### src/rtl/pulsador_up_down_pkg.sv
// Shared types and constants for the push-button conditioner.
// Code = {sync_up, sync_down}.
package pulsador_up_down_pkg;

    typedef enum logic [2:0] {
        IDLE         = 3'd0,
        PRESS_WAIT   = 3'd1,
        HELD         = 3'd2,
        REPEAT       = 3'd3,
        RELEASE_WAIT = 3'd4
    } state_t;

    localparam logic [1:0] CODE_NONE = 2'b00;
    localparam logic [1:0] CODE_UP   = 2'b10;
    localparam logic [1:0] CODE_DOWN = 2'b01;
    localparam logic [1:0] CODE_BOTH = 2'b11;

    function automatic logic is_press(input logic [1:0] code);
        return (code == CODE_UP) || (code == CODE_DOWN);
    endfunction

endpackage

### src/rtl/sincronizador_2ff.sv
// Two-flop synchronizer for asynchronous inputs.
// Resets asynchronously to all zeros.
module sincronizador_2ff #(
    parameter int W = 1
) (
    input  logic         clk_i,
    input  logic         rst_i,
    input  logic [W-1:0] d_i,
    output logic [W-1:0] q_o
);

    logic [W-1:0] meta_q;
    logic [W-1:0] sync_q;

    always_ff @(posedge clk_i or posedge rst_i) begin
        if (rst_i) begin
            meta_q <= '0;
            sync_q <= '0;
        end else begin
            meta_q <= d_i;
            sync_q <= meta_q;
        end
    end

    assign q_o = sync_q;

endmodule

### src/rtl/pulsador_up_down.sv
// Up/down push-button conditioner: sync, debounce, one-shot
// and optional hold-to-repeat, producing clean counter steps.
module pulsador_up_down #(
    parameter int DEBOUNCE_CYCLES = 1000000,
    parameter int HOLD_CYCLES     = 50000000,
    parameter int REPEAT_CYCLES   = 10000000,
    parameter int CNT_W           = 26
) (
    input  logic clk,
    input  logic rst,
    input  logic btn_up,
    input  logic btn_down,
    input  logic rep_en,
    output logic up,
    output logic down,
    output logic EN
);

    import pulsador_up_down_pkg::*;

    localparam logic [CNT_W-1:0] ONE    = CNT_W'(1);
    localparam logic [CNT_W-1:0] DEB_C  = CNT_W'(DEBOUNCE_CYCLES);
    localparam logic [CNT_W-1:0] HOLD_C = CNT_W'(HOLD_CYCLES);
    localparam logic [CNT_W-1:0] REP_C  = CNT_W'(REPEAT_CYCLES);

    logic [1:0]       code;
    state_t           state_q, state_d;
    logic [1:0]       cand_q, cand_d;
    logic [CNT_W-1:0] cnt_q, cnt_d, cnt_inc;
    logic             up_q, up_d;
    logic             down_q, down_d;
    logic             en_q;
    logic             emit;

    sincronizador_2ff #(
        .W(2)
    ) u_sync (
        .clk_i(clk),
        .rst_i(rst),
        .d_i  ({btn_up, btn_down}),
        .q_o  (code)
    );

    assign cnt_inc = cnt_q + ONE;

    always_comb begin
        state_d = state_q;
        cand_d  = cand_q;
        cnt_d   = cnt_q;
        emit    = 1'b0;
        unique case (state_q)
            IDLE: begin
                if (is_press(code)) begin
                    cand_d  = code;
                    cnt_d   = ONE;
                    state_d = PRESS_WAIT;
                end else if (code == CODE_BOTH) begin
                    cnt_d   = '0;
                    state_d = RELEASE_WAIT;
                end
            end
            PRESS_WAIT: begin
                if (code == cand_q) begin
                    if (cnt_inc == DEB_C) begin
                        emit    = 1'b1;
                        cnt_d   = '0;
                        state_d = HELD;
                    end else begin
                        cnt_d = cnt_inc;
                    end
                end else if (code == CODE_NONE) begin
                    cnt_d   = '0;
                    state_d = IDLE;
                end else if (code == CODE_BOTH) begin
                    cnt_d   = '0;
                    state_d = RELEASE_WAIT;
                end else begin
                    cand_d = code;
                    cnt_d  = ONE;
                end
            end
            HELD: begin
                if (code != cand_q) begin
                    cnt_d   = '0;
                    state_d = RELEASE_WAIT;
                end else if (rep_en) begin
                    if (cnt_inc == HOLD_C) begin
                        emit    = 1'b1;
                        cnt_d   = '0;
                        state_d = REPEAT;
                    end else begin
                        cnt_d = cnt_inc;
                    end
                end
            end
            REPEAT: begin
                // Leaving wins over a pulse due in the same cycle
                if (code != cand_q || !rep_en) begin
                    cnt_d   = '0;
                    state_d = RELEASE_WAIT;
                end else if (cnt_inc == REP_C) begin
                    emit  = 1'b1;
                    cnt_d = '0;
                end else begin
                    cnt_d = cnt_inc;
                end
            end
            RELEASE_WAIT: begin
                if (code == CODE_NONE) begin
                    if (cnt_inc == DEB_C) begin
                        cnt_d   = '0;
                        state_d = IDLE;
                    end else begin
                        cnt_d = cnt_inc;
                    end
                end else begin
                    cnt_d = '0;
                end
            end
            default: begin
                cnt_d   = '0;
                state_d = IDLE;
            end
        endcase
        up_d   = emit && (cand_q == CODE_UP);
        down_d = emit && (cand_q == CODE_DOWN);
    end

    always_ff @(posedge clk or posedge rst) begin
        if (rst) begin
            state_q <= IDLE;
            cand_q  <= CODE_NONE;
            cnt_q   <= '0;
            up_q    <= 1'b0;
            down_q  <= 1'b0;
            en_q    <= 1'b0;
        end else begin
            state_q <= state_d;
            cand_q  <= cand_d;
            cnt_q   <= cnt_d;
            up_q    <= up_d;
            down_q  <= down_d;
            en_q    <= up_d | down_d;
        end
    end

    assign up   = up_q;
    assign down = down_q;
    assign EN   = en_q;

endmodule

### config.mk
export PLATFORM = sky130hd
export DESIGN_NAME = pulsador_up_down
export DESIGN_NICKNAME = d
export VERILOG_FILES = /design/src/rtl/pulsador_up_down_pkg.sv /design/src/rtl/sincronizador_2ff.sv /design/src/rtl/pulsador_up_down.sv
export SDC_FILE = /design/constraint.sdc
export NUM_CORES = 1
export LEC_CHECK = 0
export BUFFER_PORTS_ARGS = -buffer_cell sky130_fd_sc_hd__buf_2
export CAP_MARGIN = 15
export CORE_ASPECT_RATIO = 0.7
export CORE_MARGIN = 2
export CORE_UTILIZATION = 34
export DETAILED_ROUTE_END_ITERATION = 10
export HOLD_SLACK_MARGIN = 0.05
export PLACE_DENSITY_LB_ADDON = 0.05
export SYNTH_ARGS = -nofsm -noshare
export SYNTH_HDL_FRONTEND = slang
export SYNTH_SLANG_ARGS = --single-unit
### constraint.sdc
create_clock -name clk -period 3.92 [get_ports clk]
set_clock_uncertainty 0.05 [all_clocks]
set_input_delay 0.784 -clock clk [delete_from_list [all_inputs] [get_ports clk]]
set_output_delay 0.784 -clock clk [all_outputs]
set_load 0.005 [all_outputs]
==> flow_summary.toml <==
[cts]
cts_sinks = 38
clk_pin_slew_ns = 0.06
numCtsBuffers = 5
cts_root_buf = "clkbuf_16"
cts_hold_buf = 0
clk_latency_ns = 0.29
htreeDepth = 2
cts_tree = "yes"
cts_buffer_depth = 2

[routing]
wl_per_cell_um = 19.3
via_per_inst = 5.85
drtIter0Drc = 231
drc_errors = 0
num_vias = 2631
routed_wl_um = 8670
drtAntennaViolNets = 0
firstDrtPassIters = 5

[cells_and_area]
area_growth_pct = 15.2
fin_util = 0.406
diodes = 0
drive_gt1_frac = 0.172
nets = 358

[floorplanning]
dieArea_um2 = 8990
io_pins = 8
initial_core_util = 0.353
die_x_um = 112
fp-row-count = 27
die_h_um = 79.9
core-area_um2 = 7940

[place]
gp_congestion = 0.832
hpwlAfterDp_um = 6670
port_buffers = 7
place_ws_ns = 0.103

[sta]
tightest_slew_ns = 0.616
setup_violations = 0
setup_tns_ns = 0
slew_headroom = 0.588
final.period_utilization = 0.934
whs_ns = 0.296
period_minus_slack_ns = 3.66
hold_violations = 0
fmax_ghz = 0.273
worst_slack_ns = 0.257
slew_viol_final = 0

[synth]
ys_async_sr_fraction = 1.00
ys_ff_latch = 38
synth_edf_count = 0
syn_area_um2 = 2800
synthAdderAreaFrac = 0.0179
yosys_warnings = 0
synth-compound-area-share = 0.216
synth_top_area_frac = 0.340
synth_cells = 334
yosysSeqAreaShare = 0.340
synth.top_cells.by_area = "dfrtp_1 (34%), nand2_1 (5.1%), o21ai_0 (4.5%)"
ys_types = 59
synthMuxAreaShare = 0.00402
synth_top_area_cell = "dfrtp_1"
synth_common_cells = "dfrtp_1 (38), nand2_1 (38), o21ai_0 (25), nor2_1 (24), nor3_1 (16)"
synth_top_family_by_area = "simple AND/OR/NAND/NOR gates"
yosys.area_share.simple = 0.312
syn-num-nets = 343
synth_flop_cell = "dfrtp_1"
syn_area_per_cell_um2 = 8.38
synth_xor_xnor_area_share = 0.0532

[global_route]
grt_max_degree = 39
antenna_found_initial = 0
grt_use_total = 0.206
grt-ovfl-total = 0
first_global_vias = 2339
grt_pass1_wl_um = 14000

[power_and_ir_drop]
intPower_mw = 0.814
power_frac_seq = 0.381
leakagePower_nw = 1.26
peakVddDrop_v = 0.000196
swShare = 0.369
p_comb_frac = 0.317
cellPowerDensity_nw_per_um2 = 400
p_clk_frac = 0.302
power.switching_mw = 0.476

[worst_setup_path]
cpMostUsedCell = "or4_4"
cp_cell_sequence = "nand4_2 -> or4_4 -> nor4_4 -> o2111ai_2 -> or4_4 -> o31a_1 -> o31ai_4 -> o311ai_0"
end_kind = "flip-flop"
cp_data_required_time_ns = 3.99
arrival_ns = 3.74
critPathLaunchType = "flip-flop"
worst-path-max-fanout = 9
critical-path-slowest-cell = "or4_4"
critPathKind = "flip-flop to flip-flop"
max_stage_delay_ns = 0.65

[outcome]
status = "complete, no violations"

[run]
cap_viol_max_count = 0

[worst_hold_path]
hp-class = "flip-flop to flip-flop"
critical path, delay by kind of cell (launching register included):
kind / cells / cell delay, ns
AO/OA/AOI/OAI: 4 / 1.25
AND/OR/NAND/NOR: 4 / 1.67
flip-flops: 1 / 0.52
path summary, 6_finish.rpt:
check                                  from            end  slack, ns  depth (start not counted)
max in group asynchronous               rst      cnt_q[16]       2.92                          3
min in group asynchronous               rst      cnt_q[25]       0.55                          3
max                                cnt_q[3]      cnt_q[15]       0.26                          8
min reg2reg                u_sync.meta_q[0]  u_sync.q_o[0]       0.30                          0
min                        u_sync.meta_q[0]  u_sync.q_o[0]       0.30                          0
max reg2reg                        cnt_q[3]      cnt_q[15]       0.26                          8
power by group through the flow:
stage	registers, mW	logic (mW)	clock network, mW
floorplan	0.463	0.285	0
global placement	0.496	0.410	0
detailed placement	0.495	0.411	0
CTS	0.489	0.412	0.398
global route	0.499	0.457	0.419
finish	0.491	0.409	0.390
logic make-up (layout without fill, tap and decap cells):
logic type / count (synthesis) / in the layout
mux: 1 / 1
flops: 38 / 38
xor+xnor: 17 / 17
buf+inv: 35 / 50
simple gates: 152 / 152
compound gates: 87 / 87
fa+ha+maj: 4 / 4
layout by cell type, fill, tap and decap left out, types with 6 or more instances in the layout:
| cell | netlist | routed |
|---|---|---|
| o21ai_0 | 25 | 25 |
| xor2_1 | 11 | 11 |
| and4_1 | 6 | 6 |
| a21oi_1 | 7 | 7 |
| nand3_1 | 14 | 14 |
| nand2_1 | 38 | 38 |
| nor4_1 | 8 | 7 |
| inv_1 | 13 | 12 |
| o21ai_1 | 7 | 7 |
| nand4_1 | 10 | 10 |
| dfrtp_1 | 38 | 38 |
| buf_2 | 5 | 7 |
| xnor2_1 | 6 | 6 |
| buf_4 | 2 | 21 |
| nor2_1 | 24 | 24 |
| nor3_1 | 16 | 15 |
timing repair:
action                     4_1_cts  5_1_grt
gates resized for setup          0        6
setup endpoints to repair        0       27
setup buffers                    0        1
state kept, by name (all words and copies together) (netlist names):
signal / count
down: 1
cnt_q: 26
EN: 1
u_sync.meta_q: 2
state_q: 3
cand_q: 2
u_sync.q_o: 2
up: 1
per-stage QoR:
stage               cells  instance area [um^2]  power [mW]
floorplan             334                  2800       0.748
global placement      442                  3040       0.906
detailed placement    442                  3040       0.907
CTS                   449                  3180        1.30
global route          450                  3230        1.37
finish                450                  3230        1.29
per-layer routing:
| layer | wire, um | vias up | global-route usage |
|---|---|---|---|
| met5 | 0 | - | 0 |
| met4 | 78 | 0 | 0.0439 |
| met1 | 5060 | 1261 | 0.350 |
| li1 | - | 1281 | - |
| met3 | 466 | 8 | 0.0433 |
| met2 | 3060 | 81 | 0.249 |
cell type report:
cell class / count / area, um^2
inverter: 13 / 48.8
clock buffer: 7 / 133
multi-input combinational: 261 / 1730
fill: 786 / 4710
timing repair buffer: 30 / 233
sequential: 38 / 951
tap: 101 / 126
(Power assumes the default switching activity.)
